File: config.mk
export PLATFORM = sky130hd
export DESIGN_NAME = muldiv_unit_flat
export DESIGN_NICKNAME = d
export VERILOG_FILES = /design/src/rtl/muldiv_pkg.sv /design/src/rtl/muldiv_if.sv /design/src/rtl/muldiv_negate.sv /design/src/rtl/muldiv_unit.sv /design/src/flat_wrapper.sv
export SDC_FILE = /design/constraint.sdc
export NUM_CORES = 1
export LEC_CHECK = 0
export BUFFER_PORTS_ARGS = -buffer_cell sky130_fd_sc_hd__buf_4
export CORE_MARGIN = 10
export CORE_UTILIZATION = 50
export CTS_BUF_LIST = sky130_fd_sc_hd__clkbuf_4 sky130_fd_sc_hd__clkbuf_8
export CTS_CLUSTER_SIZE = 8
export DETAILED_ROUTE_END_ITERATION = 7
export GPL_TIMING_DRIVEN = 0
export PLACE_DENSITY = 0.68
export SYNTH_ARGS = -nofsm -noshare
export SYNTH_HDL_FRONTEND = slang
export SYNTH_SLANG_ARGS = --single-unit
File: constraint.sdc
create_clock -name w_clk -period 10.1 [get_ports w_clk]
set_input_delay 2.02 -clock w_clk [delete_from_list [all_inputs] [get_ports w_clk]]
set_output_delay 2.02 -clock w_clk [all_outputs]
set_load 0.01 [all_outputs]
File: src/rtl/muldiv_pkg.sv
// muldiv_pkg: shared definitions for the iterative multiply/divide unit.
//   - SPECIAL funct codes accepted by the unit
//   - FSM state encoding
//   - divide-by-zero result constants
//   - helper deciding whether a funct is a signed operation
package muldiv_pkg;

    localparam logic [5:0] FN_MTHI  = 6'h11;
    localparam logic [5:0] FN_MTLO  = 6'h13;
    localparam logic [5:0] FN_MULT  = 6'h18;
    localparam logic [5:0] FN_MULTU = 6'h19;
    localparam logic [5:0] FN_DIV   = 6'h1A;
    localparam logic [5:0] FN_DIVU  = 6'h1B;

    typedef enum logic [1:0] {
        ST_IDLE = 2'd0,
        ST_MUL  = 2'd1,
        ST_DIV  = 2'd2,
        ST_FIX  = 2'd3
    } state_t;

    // Divide by zero: LO is filled with this bit, HI returns the dividend.
    localparam logic DIV0_LO_BIT = 1'b1;

    function automatic logic is_signed_op(input logic [5:0] fn);
        return (fn == FN_MULT) || (fn == FN_DIV);
    endfunction

endpackage

File: src/rtl/muldiv_if.sv
// muldiv_if: issue / result bundle between the execute stage and muldiv_unit.
//   w_start_1    issue request
//   w_op_code_6  SPECIAL funct code
//   w_flush_1    synchronous abort
//   w_rs_x       operand A (multiplicand / dividend / MTHI-MTLO data)
//   w_rt_x       operand B (multiplier / divisor)
//   w_busy_1     operation in flight
//   w_done_1     one-cycle pulse when HI/LO updated by MULT*/DIV*
//   w_hi_x       HI register
//   w_lo_x       LO register
// master = issuing side, slave = muldiv_unit.
interface muldiv_if #(parameter int WIDTH = 32);
    logic             w_start_1;
    logic [5:0]       w_op_code_6;
    logic             w_flush_1;
    logic [WIDTH-1:0] w_rs_x;
    logic [WIDTH-1:0] w_rt_x;
    logic             w_busy_1;
    logic             w_done_1;
    logic [WIDTH-1:0] w_hi_x;
    logic [WIDTH-1:0] w_lo_x;

    modport master (
        output w_start_1, w_op_code_6, w_flush_1, w_rs_x, w_rt_x,
        input  w_busy_1, w_done_1, w_hi_x, w_lo_x
    );

    modport slave (
        input  w_start_1, w_op_code_6, w_flush_1, w_rs_x, w_rt_x,
        output w_busy_1, w_done_1, w_hi_x, w_lo_x
    );
endinterface

File: src/rtl/muldiv_negate.sv
// muldiv_negate: conditional two's-complement.
//   in_val   value to pass through or negate
//   neg      1 = output -in_val, 0 = output in_val
//   out_val  result
// Used for operand magnitude and for final sign correction.
module muldiv_negate #(
    parameter int W = 32
) (
    input  logic [W-1:0] in_val,
    input  logic         neg,
    output logic [W-1:0] out_val
);
    assign out_val = neg ? (~in_val + W'(1)) : in_val;
endmodule

File: src/rtl/muldiv_unit.sv
// muldiv_unit: iterative multiply/divide unit with architectural HI/LO.
//   w_clk    rising-edge clock
//   w_rst_n  asynchronous active-low reset
//   bus      muldiv_if slave: start/funct/flush/rs/rt in, busy/done/hi/lo out
// Radix-2 shift-add multiply and restoring divide, one bit per cycle.
// Optional macro MULDIV_EARLY_OUT_EN: MUL finishes as soon as the remaining
// multiplier bits are all zero.
//
// state | meaning
// ------+-------------------------------------------------------------
// IDLE  | waiting for start; MTHI/MTLO written here directly
// MUL   | shift-add iteration, one multiplier bit per cycle
// DIV   | restoring iteration, one quotient bit per cycle
// FIX   | apply result signs, write HI/LO, pulse done
module muldiv_unit
    import muldiv_pkg::*;
#(
    parameter int WIDTH = 32
) (
    input logic     w_clk,
    input logic     w_rst_n,
    muldiv_if.slave bus
);
    localparam int              CNT_W    = $clog2(WIDTH);
    localparam logic [CNT_W-1:0] CNT_LAST = CNT_W'(WIDTH - 1);

    state_t               state_q, state_d;
    logic [CNT_W-1:0]     cnt_q;
    logic [WIDTH-1:0]     a_q;          // multiplier (shifts right) / dividend->quotient (shifts left)
    logic [2*WIDTH-1:0]   b_q;          // multiplicand (shifts left) / divisor in low half
    logic [2*WIDTH-1:0]   acc_q;        // product / remainder in low half
    logic                 neg_lo_q;     // negate product or quotient
    logic                 neg_hi_q;     // negate remainder
    logic                 is_div_q;
    logic                 div_zero_q;
    logic [WIDTH-1:0]     hi_q, lo_q;
    logic                 busy_q, done_q, busy_d, done_d;

    logic is_mul, is_div, sgn_op;
    logic [WIDTH-1:0] rs_abs, rt_abs;
    logic [WIDTH:0]   rem_shift, rem_diff;
    logic [2*WIDTH-1:0] prod_fix;
    logic [WIDTH-1:0] quo_fix, rem_src, rem_fix;

    assign is_mul = (bus.w_op_code_6 == FN_MULT) || (bus.w_op_code_6 == FN_MULTU);
    assign is_div = (bus.w_op_code_6 == FN_DIV)  || (bus.w_op_code_6 == FN_DIVU);
    assign sgn_op = is_signed_op(bus.w_op_code_6);

    muldiv_negate #(.W(WIDTH)) u_abs_rs (
        .in_val(bus.w_rs_x), .neg(sgn_op & bus.w_rs_x[WIDTH-1]), .out_val(rs_abs));
    muldiv_negate #(.W(WIDTH)) u_abs_rt (
        .in_val(bus.w_rt_x), .neg(sgn_op & bus.w_rt_x[WIDTH-1]), .out_val(rt_abs));

    // Partial remainder with the next dividend bit shifted in; a clear borrow
    // bit means the divisor fits and the quotient bit is 1.
    assign rem_shift = {acc_q[WIDTH-1:0], a_q[WIDTH-1]};
    assign rem_diff  = rem_shift - {1'b0, b_q[WIDTH-1:0]};

    // On divide by zero the untouched dividend magnitude becomes HI, and the
    // remainder sign correction restores the original rs value.
    assign rem_src = div_zero_q ? a_q : acc_q[WIDTH-1:0];

    muldiv_negate #(.W(2*WIDTH)) u_fix_prod (
        .in_val(acc_q), .neg(neg_lo_q), .out_val(prod_fix));
    muldiv_negate #(.W(WIDTH)) u_fix_quo (
        .in_val(a_q), .neg(neg_lo_q), .out_val(quo_fix));
    muldiv_negate #(.W(WIDTH)) u_fix_rem (
        .in_val(rem_src), .neg(neg_hi_q), .out_val(rem_fix));

    always_ff @(posedge w_clk or negedge w_rst_n) begin
        if (!w_rst_n) state_q <= ST_IDLE;
        else          state_q <= state_d;
    end

    always_comb begin
        state_d = state_q;
        case (state_q)
            ST_IDLE: begin
                if (bus.w_start_1 && is_mul)      state_d = ST_MUL;
                else if (bus.w_start_1 && is_div) state_d = ST_DIV;
            end
            ST_MUL: begin
`ifdef MULDIV_EARLY_OUT_EN
                if ((a_q == '0) || (cnt_q == CNT_LAST)) state_d = ST_FIX;
`else
                if (cnt_q == CNT_LAST) state_d = ST_FIX;
`endif
            end
            ST_DIV: begin
                if (div_zero_q || (cnt_q == CNT_LAST)) state_d = ST_FIX;
            end
            ST_FIX:  state_d = ST_IDLE;
            default: state_d = ST_IDLE;
        endcase
        if (bus.w_flush_1) state_d = ST_IDLE;
    end

    always_comb begin
        busy_d = (state_d != ST_IDLE);
        done_d = (state_q == ST_FIX) && !bus.w_flush_1;
    end

    always_ff @(posedge w_clk or negedge w_rst_n) begin
        if (!w_rst_n) begin
            cnt_q      <= '0;
            a_q        <= '0;
            b_q        <= '0;
            acc_q      <= '0;
            neg_lo_q   <= 1'b0;
            neg_hi_q   <= 1'b0;
            is_div_q   <= 1'b0;
            div_zero_q <= 1'b0;
            hi_q       <= '0;
            lo_q       <= '0;
            busy_q     <= 1'b0;
            done_q     <= 1'b0;
        end else begin
            busy_q <= busy_d;
            done_q <= done_d;
            case (state_q)
                ST_IDLE: begin
                    if (bus.w_start_1 && !bus.w_flush_1) begin
                        if (bus.w_op_code_6 == FN_MTHI) hi_q <= bus.w_rs_x;
                        if (bus.w_op_code_6 == FN_MTLO) lo_q <= bus.w_rs_x;
                        if (is_mul || is_div) begin
                            a_q        <= is_mul ? rt_abs : rs_abs;
                            b_q        <= {{WIDTH{1'b0}}, (is_mul ? rs_abs : rt_abs)};
                            acc_q      <= '0;
                            cnt_q      <= '0;
                            is_div_q   <= is_div;
                            div_zero_q <= is_div && (bus.w_rt_x == '0);
                            neg_lo_q   <= sgn_op & (bus.w_rs_x[WIDTH-1] ^ bus.w_rt_x[WIDTH-1]);
                            neg_hi_q   <= sgn_op & bus.w_rs_x[WIDTH-1];
                        end
                    end
                end
                ST_MUL: begin
                    if (a_q[0]) acc_q <= acc_q + b_q;
                    b_q   <= b_q << 1;
                    a_q   <= a_q >> 1;
                    cnt_q <= cnt_q + CNT_W'(1);
                end
                ST_DIV: begin
                    if (!div_zero_q) begin
                        if (!rem_diff[WIDTH]) begin
                            acc_q[WIDTH-1:0] <= rem_diff[WIDTH-1:0];
                            a_q              <= {a_q[WIDTH-2:0], 1'b1};
                        end else begin
                            acc_q[WIDTH-1:0] <= rem_shift[WIDTH-1:0];
                            a_q              <= {a_q[WIDTH-2:0], 1'b0};
                        end
                        cnt_q <= cnt_q + CNT_W'(1);
                    end
                end
                ST_FIX: begin
                    if (!bus.w_flush_1) begin
                        if (is_div_q) begin
                            lo_q <= div_zero_q ? {WIDTH{DIV0_LO_BIT}} : quo_fix;
                            hi_q <= rem_fix;
                        end else begin
                            {hi_q, lo_q} <= prod_fix;
                        end
                    end
                end
                default: ;
            endcase
        end
    end

    assign bus.w_busy_1 = busy_q;
    assign bus.w_done_1 = done_q;
    assign bus.w_hi_x   = hi_q;
    assign bus.w_lo_x   = lo_q;

endmodule
File: src/flat_wrapper.sv
// flat-port wrapper written by rule: the top's interface ports become plain ports
module muldiv_unit_flat import muldiv_pkg::*;
#(
    parameter int WIDTH = 32
)
  (w_clk, w_rst_n, bus_w_start_1, bus_w_op_code_6, bus_w_flush_1, bus_w_rs_x, bus_w_rt_x, bus_w_busy_1, bus_w_done_1, bus_w_hi_x, bus_w_lo_x);
  muldiv_if #(.WIDTH(WIDTH)) bus_i ();
  input logic w_clk;
  input logic w_rst_n;
  input wire logic [$bits(bus_i.w_start_1)-1:0] bus_w_start_1;
  input wire logic [$bits(bus_i.w_op_code_6)-1:0] bus_w_op_code_6;
  input wire logic [$bits(bus_i.w_flush_1)-1:0] bus_w_flush_1;
  input wire logic [$bits(bus_i.w_rs_x)-1:0] bus_w_rs_x;
  input wire logic [$bits(bus_i.w_rt_x)-1:0] bus_w_rt_x;
  output wire logic [$bits(bus_i.w_busy_1)-1:0] bus_w_busy_1;
  output wire logic [$bits(bus_i.w_done_1)-1:0] bus_w_done_1;
  output wire logic [$bits(bus_i.w_hi_x)-1:0] bus_w_hi_x;
  output wire logic [$bits(bus_i.w_lo_x)-1:0] bus_w_lo_x;
  assign bus_i.w_start_1 = bus_w_start_1;
  assign bus_i.w_op_code_6 = bus_w_op_code_6;
  assign bus_i.w_flush_1 = bus_w_flush_1;
  assign bus_i.w_rs_x = bus_w_rs_x;
  assign bus_i.w_rt_x = bus_w_rt_x;
  assign bus_w_busy_1 = bus_i.w_busy_1;
  assign bus_w_done_1 = bus_i.w_done_1;
  assign bus_w_hi_x = bus_i.w_hi_x;
  assign bus_w_lo_x = bus_i.w_lo_x;
  muldiv_unit #(.WIDTH(WIDTH)) u_core (.w_clk(w_clk), .w_rst_n(w_rst_n), .bus(bus_i));
endmodule
# After elaboration in Yosys (flattened, before gate mapping)
# Cells that the tools add are included.
# classes
addsub	8
eq_ne	17
bitwise	9
n_reduce_logical	24
mux	44
# ops
op	count
two-way mux 32 bit	21
two-way mux 64 bit	6
one-hot mux 32 bit (2 select lines)	3
one-hot mux 32 bit (3 select lines)	2
adder 32 x 1 -> 32 bit, second input constant	4
NOT 32 bit	4
one-hot mux 64 bit (2 select lines)	1
adder 64 x 1 -> 64 bit, second input constant	1
adder 64 bit	1
NOT 64 bit	1
equality test 6 x 5 -> 1 bit, second input constant	6
subtractor 33 x 32 -> 33 bit	1
zero test 32 bit	1
AND reduction 4 bit	4
two-way mux 5 bit	3
one-hot mux 5 bit (3 select lines)	1
two-way mux 2 bit	5
!= test 2 x 1 -> 1 bit, second input constant	5
one-hot mux 2 bit (4 select lines)	1
AND reduction 3 bit	2
nonzero test 2 bit	3
adder 5 x 1 -> 5 bit, second input constant	1
equality test 5 bit, second input constant	1
logical AND 1 bit	5
other kinds (11)	19
# word_totals
out_inout_bits	66
wordCells	116
regBits	237
input_bits	74

# Logic depth before layout (Yosys ltp)
# depth
ltp_word	8
mapped_depth	16
depth_no_buf	13

# By module
# Synthesis repeated with hierarchy kept, for this count alone.
# unflattened
cells_unflattened	2735
hier_area_um2	22079.9
# by_module_without_submodules
module	area_each_um2	seq_area_each_um2	instances	cells_per_inst
muldiv_unit	17441.7	5930.7	1	2142
muldiv_negate (u_core.u_abs_rs ...)	777.0	0.0	4	99
muldiv_negate (u_core.u_fix_prod)	1530.2	0.0	1	197

# Worst setup path before layout
# OpenSTA, ideal clock, no wires.
# synth_timing
path_type	input-to-reg
startpoint	input bus_w_rs_x[18]
endpoint	register u_core.a_q[29]
path_stages	10
setup_ps	134
path_buffers	0
path_slack_ps	5608
t_required_ps	9966
arrival_time_ps	4358
cell_sequence	or4_1 or3_1 nor4_1 nand3_1 o31ai_1 xor2_1 nor3_1 a221oi_1 o31a_1 o21ai_0
# synth_between
elab_chain_len	7
# synth_rtl
item	line_no	source
start: declaration	flat_wrapper.sv:13	input wire logic [$bits(bus_i.w_rs_x)-1:0] bus_w_rs_x;
NOT 32 bit	muldiv_negate.sv:13	assign out_val = neg ? (~in_val + W'(1)) : in_val;
adder 32 x 1 -> 32 bit	muldiv_negate.sv:13	
two-way mux 32 bit	muldiv_negate.sv:13	
two-way mux 32 bit	muldiv_unit.sv:126	a_q <= is_mul ? rt_abs : rs_abs;
two-way mux 32 bit	muldiv_unit.sv:125	if (is_mul || is_div) begin
two-way mux 32 bit	muldiv_unit.sv:122	if (bus.w_start_1 && !bus.w_flush_1) begin
one-hot mux 32 bit (3 select lines)	muldiv_unit.sv:120	case (state_q)
end signal: assignment	muldiv_unit.sv:126	
end signal: assignment	muldiv_unit.sv:140	a_q <= a_q >> 1;
end signal: assignment	muldiv_unit.sv:147	a_q <= {a_q[WIDTH-2:0], 1'b1};
end: declaration	muldiv_unit.sv:29	logic [WIDTH-1:0] a_q;
# No other way between the ends. The select of a mux whose other input is x is not followed.
# A chain may end at the register's enable or synchronous reset.

# Final worst setup path
# layout_timing
startpoint	register u_core.div_zero_q
endpoint	register u_core.hi_q[30], in the netlist u_core.bus.w_hi_x[30]
# layout_between
elab_chain_len	7
# layout_rtl
item	line_no	source
start: declaration	muldiv_unit.sv:35	logic div_zero_q;
start signal: assignment	muldiv_unit.sv:131	div_zero_q <= is_div && (bus.w_rt_x == '0);
two-way mux 32 bit (*)	muldiv_unit.sv:61	assign rem_src = div_zero_q ? a_q : acc_q[WIDTH-1:0];
NOT 32 bit	muldiv_negate.sv:13	
adder 32 x 1 -> 32 bit	muldiv_negate.sv:13	
two-way mux 32 bit (*)	muldiv_negate.sv:13	
two-way mux 32 bit (*)	muldiv_unit.sv:157	if (is_div_q) begin
two-way mux 32 bit (*)	muldiv_unit.sv:156	if (!bus.w_flush_1) begin
one-hot mux 32 bit (2 select lines) (*)	muldiv_unit.sv:120	
end signal: assignment	muldiv_unit.sv:123	if (bus.w_op_code_6 == FN_MTHI) hi_q <= bus.w_rs_x;
end signal: assignment	muldiv_unit.sv:159	hi_q <= rem_fix;
end signal: assignment	muldiv_unit.sv:161	{hi_q, lo_q} <= prod_fix;
end: declaration	muldiv_unit.sv:36	logic [WIDTH-1:0] hi_q, lo_q;
# Mark *: on every way between the ends. The rest lies on a longest branch, timed or not. The select of a mux whose other input is x is not followed.

==> impl_metrics.xml <==
<?xml version="1.0" encoding="UTF-8"?>
<metrics>
  <group name="synth">
    <metric name="synth_top_area_share" unit="">0.273</metric>
    <metric name="share_of_flip_flops_with_an_asynchronous_set_or_reset" unit="">1.00</metric>
    <metric name="ys_ff_latch" unit="">237</metric>
    <metric name="synth_fp_nets" unit="">2955</metric>
    <metric name="postSynthCellCount" unit="">2773</metric>
    <metric name="seq_area_frac_synth" unit="">0.273</metric>
    <metric name="mappedNetlistArea" unit="sq mm">0.0217</metric>
    <metric name="synth.distinct_cells" unit="">82</metric>
    <metric name="yosys.cell_count.top_type" unit="">nand2_1</metric>
    <metric name="synthTopCellsByCount" unit="">299 x nand2_1, 243 x o21ai_0, 237 x dfrtp_1, 205 x nor2_1, 203 x a21oi_1</metric>
    <metric name="postSynth.topFlopCell" unit="">dfrtp_1</metric>
    <metric name="synth_edf_count" unit="">0</metric>
    <metric name="yosys-top-cells-area" unit="">dfrtp_1 27%, xnor2_1 6.2%, ha_1 6.1%, o21ai_0 5.6%, nand2_1 5.2%</metric>
    <metric name="synthDominantAreaCellType" unit="">dfrtp_1</metric>
    <metric name="yosys_warnings" unit="">0</metric>
    <metric name="postSynthAreaPerCell" unit="sq um">7.82</metric>
  </group>
  <group name="route">
    <metric name="vias_per_cell" unit="">6.63</metric>
    <metric name="number_of_routed_nets_with_antenna_violations" unit="">0</metric>
    <metric name="detail_route.drc_violations" unit="">0</metric>
    <metric name="wl_per_cell" unit="microns">27.0</metric>
    <metric name="drt_pre_antenna_iters" unit="">7</metric>
    <metric name="initialDrtViolationCount" unit="">2914</metric>
    <metric name="dr_vias" unit="">23700</metric>
    <metric name="drt-total-wl" unit="microns">96500</metric>
  </group>
  <group name="floorplan">
    <metric name="core_region_area" unit="sq mm">0.0430</metric>
    <metric name="die_h" unit="microns">228</metric>
    <metric name="dieWidth" unit="microns">228</metric>
    <metric name="floorplan.initialDensity" unit="">0.505</metric>
    <metric name="design.die.area" unit="sq mm">0.0521</metric>
    <metric name="fp_rows" unit="">76</metric>
    <metric name="io_pins" unit="">140</metric>
  </group>
  <group name="sta">
    <metric name="finalCriticalPeriod" unit="ns">6.77</metric>
    <metric name="worst_pin_slew" unit="ns">1.25</metric>
    <metric name="maxSlewHeadroom" unit="">0.154</metric>
    <metric name="fin_tns_setup" unit="ns">0</metric>
    <metric name="finalSetupViolCount" unit="">0</metric>
    <metric name="timing_max_transition_violations_final" unit="">0</metric>
    <metric name="finalClockSkew" unit="ns">0.0321</metric>
    <metric name="max_clock_freq" unit="MHz">148</metric>
    <metric name="final_min_period_over_clock_period" unit="">0.671</metric>
    <metric name="rsz0062_at_grt" unit="">false</metric>
    <metric name="final-hold-violation-count" unit="">0</metric>
  </group>
  <group name="critical_path">
    <metric name="timing.critical_path.arrival" unit="ns">7.27</metric>
    <metric name="worst_ep_required_time" unit="ns">10.59</metric>
    <metric name="path_class" unit="">reg2reg</metric>
    <metric name="start_kind" unit="">flip-flop</metric>
    <metric name="setup.worst_path.end_class" unit="">flip-flop</metric>
    <metric name="crit_path_max_fanout" unit="">10</metric>
  </group>
  <group name="place">
    <metric name="detailed_place_hpwl" unit="microns">76800</metric>
    <metric name="place_inst" unit="">3499</metric>
    <metric name="io_buffers" unit="">139</metric>
    <metric name="routabilityCongestion" unit="">1.07</metric>
  </group>
  <group name="grt">
    <metric name="grt_max_degree" unit="">97</metric>
    <metric name="globalRoute.totalOverflow" unit="">0</metric>
    <metric name="grt_util_all_layers" unit="">0.353</metric>
    <metric name="grt_first_pass_wirelength" unit="microns">142000</metric>
    <metric name="antenna_found_initial" unit="">5</metric>
    <metric name="first_global_vias" unit="">22200</metric>
  </group>
  <group name="clocking">
    <metric name="ctsLongestPathBuffers" unit="">3</metric>
    <metric name="postCtsHoldBufs" unit="">0</metric>
    <metric name="htree_levels" unit="">2</metric>
    <metric name="tritoncts" unit="">built</metric>
    <metric name="insertion_delay" unit="ns">0.67</metric>
    <metric name="cts_setup_buffers" unit="">0</metric>
    <metric name="inserted_clock_buffers" unit="">46</metric>
    <metric name="cts.repair.resized" unit="">0</metric>
    <metric name="clock_slew_seen_by_the_registers_of_the_worst_setup_and_hold_paths" unit="ns">0.07</metric>
    <metric name="cts.sinks" unit="">237</metric>
    <metric name="clock_tree.root_cell" unit="">clkbuf_8</metric>
  </group>
  <group name="status">
    <metric name="run_status" unit="">completed</metric>
  </group>
  <group name="min_path">
    <metric name="min-delay-path-class" unit="">reg2reg</metric>
  </group>
  <group name="final_layout">
    <metric name="final_net_count" unit="">3144</metric>
    <metric name="instances_no_fill" unit="">3581</metric>
    <metric name="fillerInstances" unit="">4148</metric>
    <metric name="final_layout_size_suffix_gt1_frac" unit="">0.0938</metric>
    <metric name="n_antenna_cell" unit="">0</metric>
    <metric name="syn2layout_area_growth" unit="%">13.3</metric>
  </group>
  <group name="power_and_ir_drop">
    <metric name="power_leakage" unit="nW">10.2</metric>
    <metric name="vdd_ir_drop_max" unit="V">0.000258</metric>
    <metric name="pd_cells" unit="mW/mm^2">300</metric>
  </group>
  <group name="job">
    <metric name="timing.max_cap.violations" unit="">0</metric>
  </group>
</metrics>
## area by class of cell
| class | instances | area, sq um | share of cell area |
|---|---|---|---|
| Inverter | 82 | 308 | 0.0125 |
| Timing Repair Buffer | 141 | 1110 | 0.0450 |
| Multi-Input combinational cell | 2247 | 14700 | 0.597 |
| Sequential cell | 237 | 5930 | 0.241 |
| Tap cell | 585 | 732 | 0.0298 |
| Clock inverter | 14 | 168 | 0.00682 |
| Buffer | 207 | 790 | 0.0321 |
| Clock buffer | 68 | 873 | 0.0356 |
## worst max-delay path: stages (launching register included)
cell and delay (ns):
dfrtp_1 0.47, buf_2 0.32, buf_1 0.56, clkbuf_1 0.56, buf_1 0.59, buf_1 0.74
mux2i_1 0.31, ha_1 0.27, o221ai_1 0.34, o31ai_1 1.04, o21ai_0 0.42, a21o_1 0.29
a21oi_1 0.17, xnor2_1 0.15, o22a_1 0.27, a31oi_1 0.11
## where the power goes
group	leakage [nW]	internal (mW)	switching [mW]	total, mW
Combinational	6.63	1.59	3.00	4.59
Clock	0.546	0.634	0.485	1.12
Sequential	3.00	1.27	0.385	1.66
## state kept, by name (all words and copies together) (netlist names), 2 cells and up
register,count
u_core.acc_q,64
u_core.bus.w_hi_x,32
u_core.b_q,64
u_core.bus.w_lo_x,32
u_core.cnt_q,5
u_core.a_q,32
u_core.state_q,2
## path summary, 6_finish.rpt
path / startpoint / endpoint / slack (ns) / cells after the start
setup / recovery: u_core.div_zero_q$_DFFE_PN0P_ / u_core.bus.w_hi_x[30]$_DFFE_PN0P_ / 3.33 / 15
hold / removal: u_core.bus.w_hi_x[31]$_DFFE_PN0P_ / u_core.bus.w_hi_x[31]$_DFFE_PN0P_ / 0.48 / 2
setup reg to reg: u_core.div_zero_q$_DFFE_PN0P_ / u_core.bus.w_hi_x[30]$_DFFE_PN0P_ / 3.33 / 15
hold reg to reg: u_core.bus.w_hi_x[31]$_DFFE_PN0P_ / u_core.bus.w_hi_x[31]$_DFFE_PN0P_ / 0.48 / 2
max in group asynchronous: w_rst_n / u_core.b_q[50]$_DFFE_PN0P_ / 7.79 / 2
min in group asynchronous: w_rst_n / u_core.a_q[8]$_DFFE_PN0P_ / 1.36 / 1
## cell usage in the layout, fill, tap and decap left out, types with 48 or more instances in the layout
cell type  instances
nand2_1          299
ha_1             106
nand3_1           51
o21ai_0          243
a21o_1            48
nor2_1           205
clkbuf_1         187
mux2i_1           49
buf_4            138
inv_1             80
a31oi_1           58
clkbuf_8          58
nor3_1            67
xor2_1           105
xnor2_1          154
a211oi_1          75
a21oi_1          203
dfrtp_1          237
## cell families after synthesis
| kind of cell | synth area share |
|---|---|
| compound gates | 0.289 |
| xor+xnor | 0.105 |
| fa+ha+maj | 0.0630 |
| buf+inv | 0.0506 |
| flops | 0.273 |
| mux | 0.0306 |
| simple gates | 0.189 |
## routing by layer
| metal | vias to the layer above | global-route usage | routed length [microns] |
|---|---|---|---|
| met3 | 304 | 0.0803 | 10300 |
| met4 | 4 | 0.180 | 5390 |
| met5 | - | 0 | 30 |
| li1 | 10600 | - | - |
| met1 | 11400 | 0.468 | 39600 |
| met2 | 1451 | 0.531 | 41200 |
## stage by stage
stage,hold slack [ns],area (sq um),utilization,total power [mW],worst slack [ns]
4_1_cts,0.486,24600,0.572,7.20,3.79
6_report,0.475,24600,0.572,7.37,3.33
3_5_place_dp,0.473,23500,0.547,6.07,3.84
3_3_place_gp,0.464,23500,0.546,6.02,3.81
5_1_grt,0.512,24600,0.572,7.77,3.40
2_1_floorplan,0.456,21700,-,4.47,5.61
(Power assumes the default switching activity.)
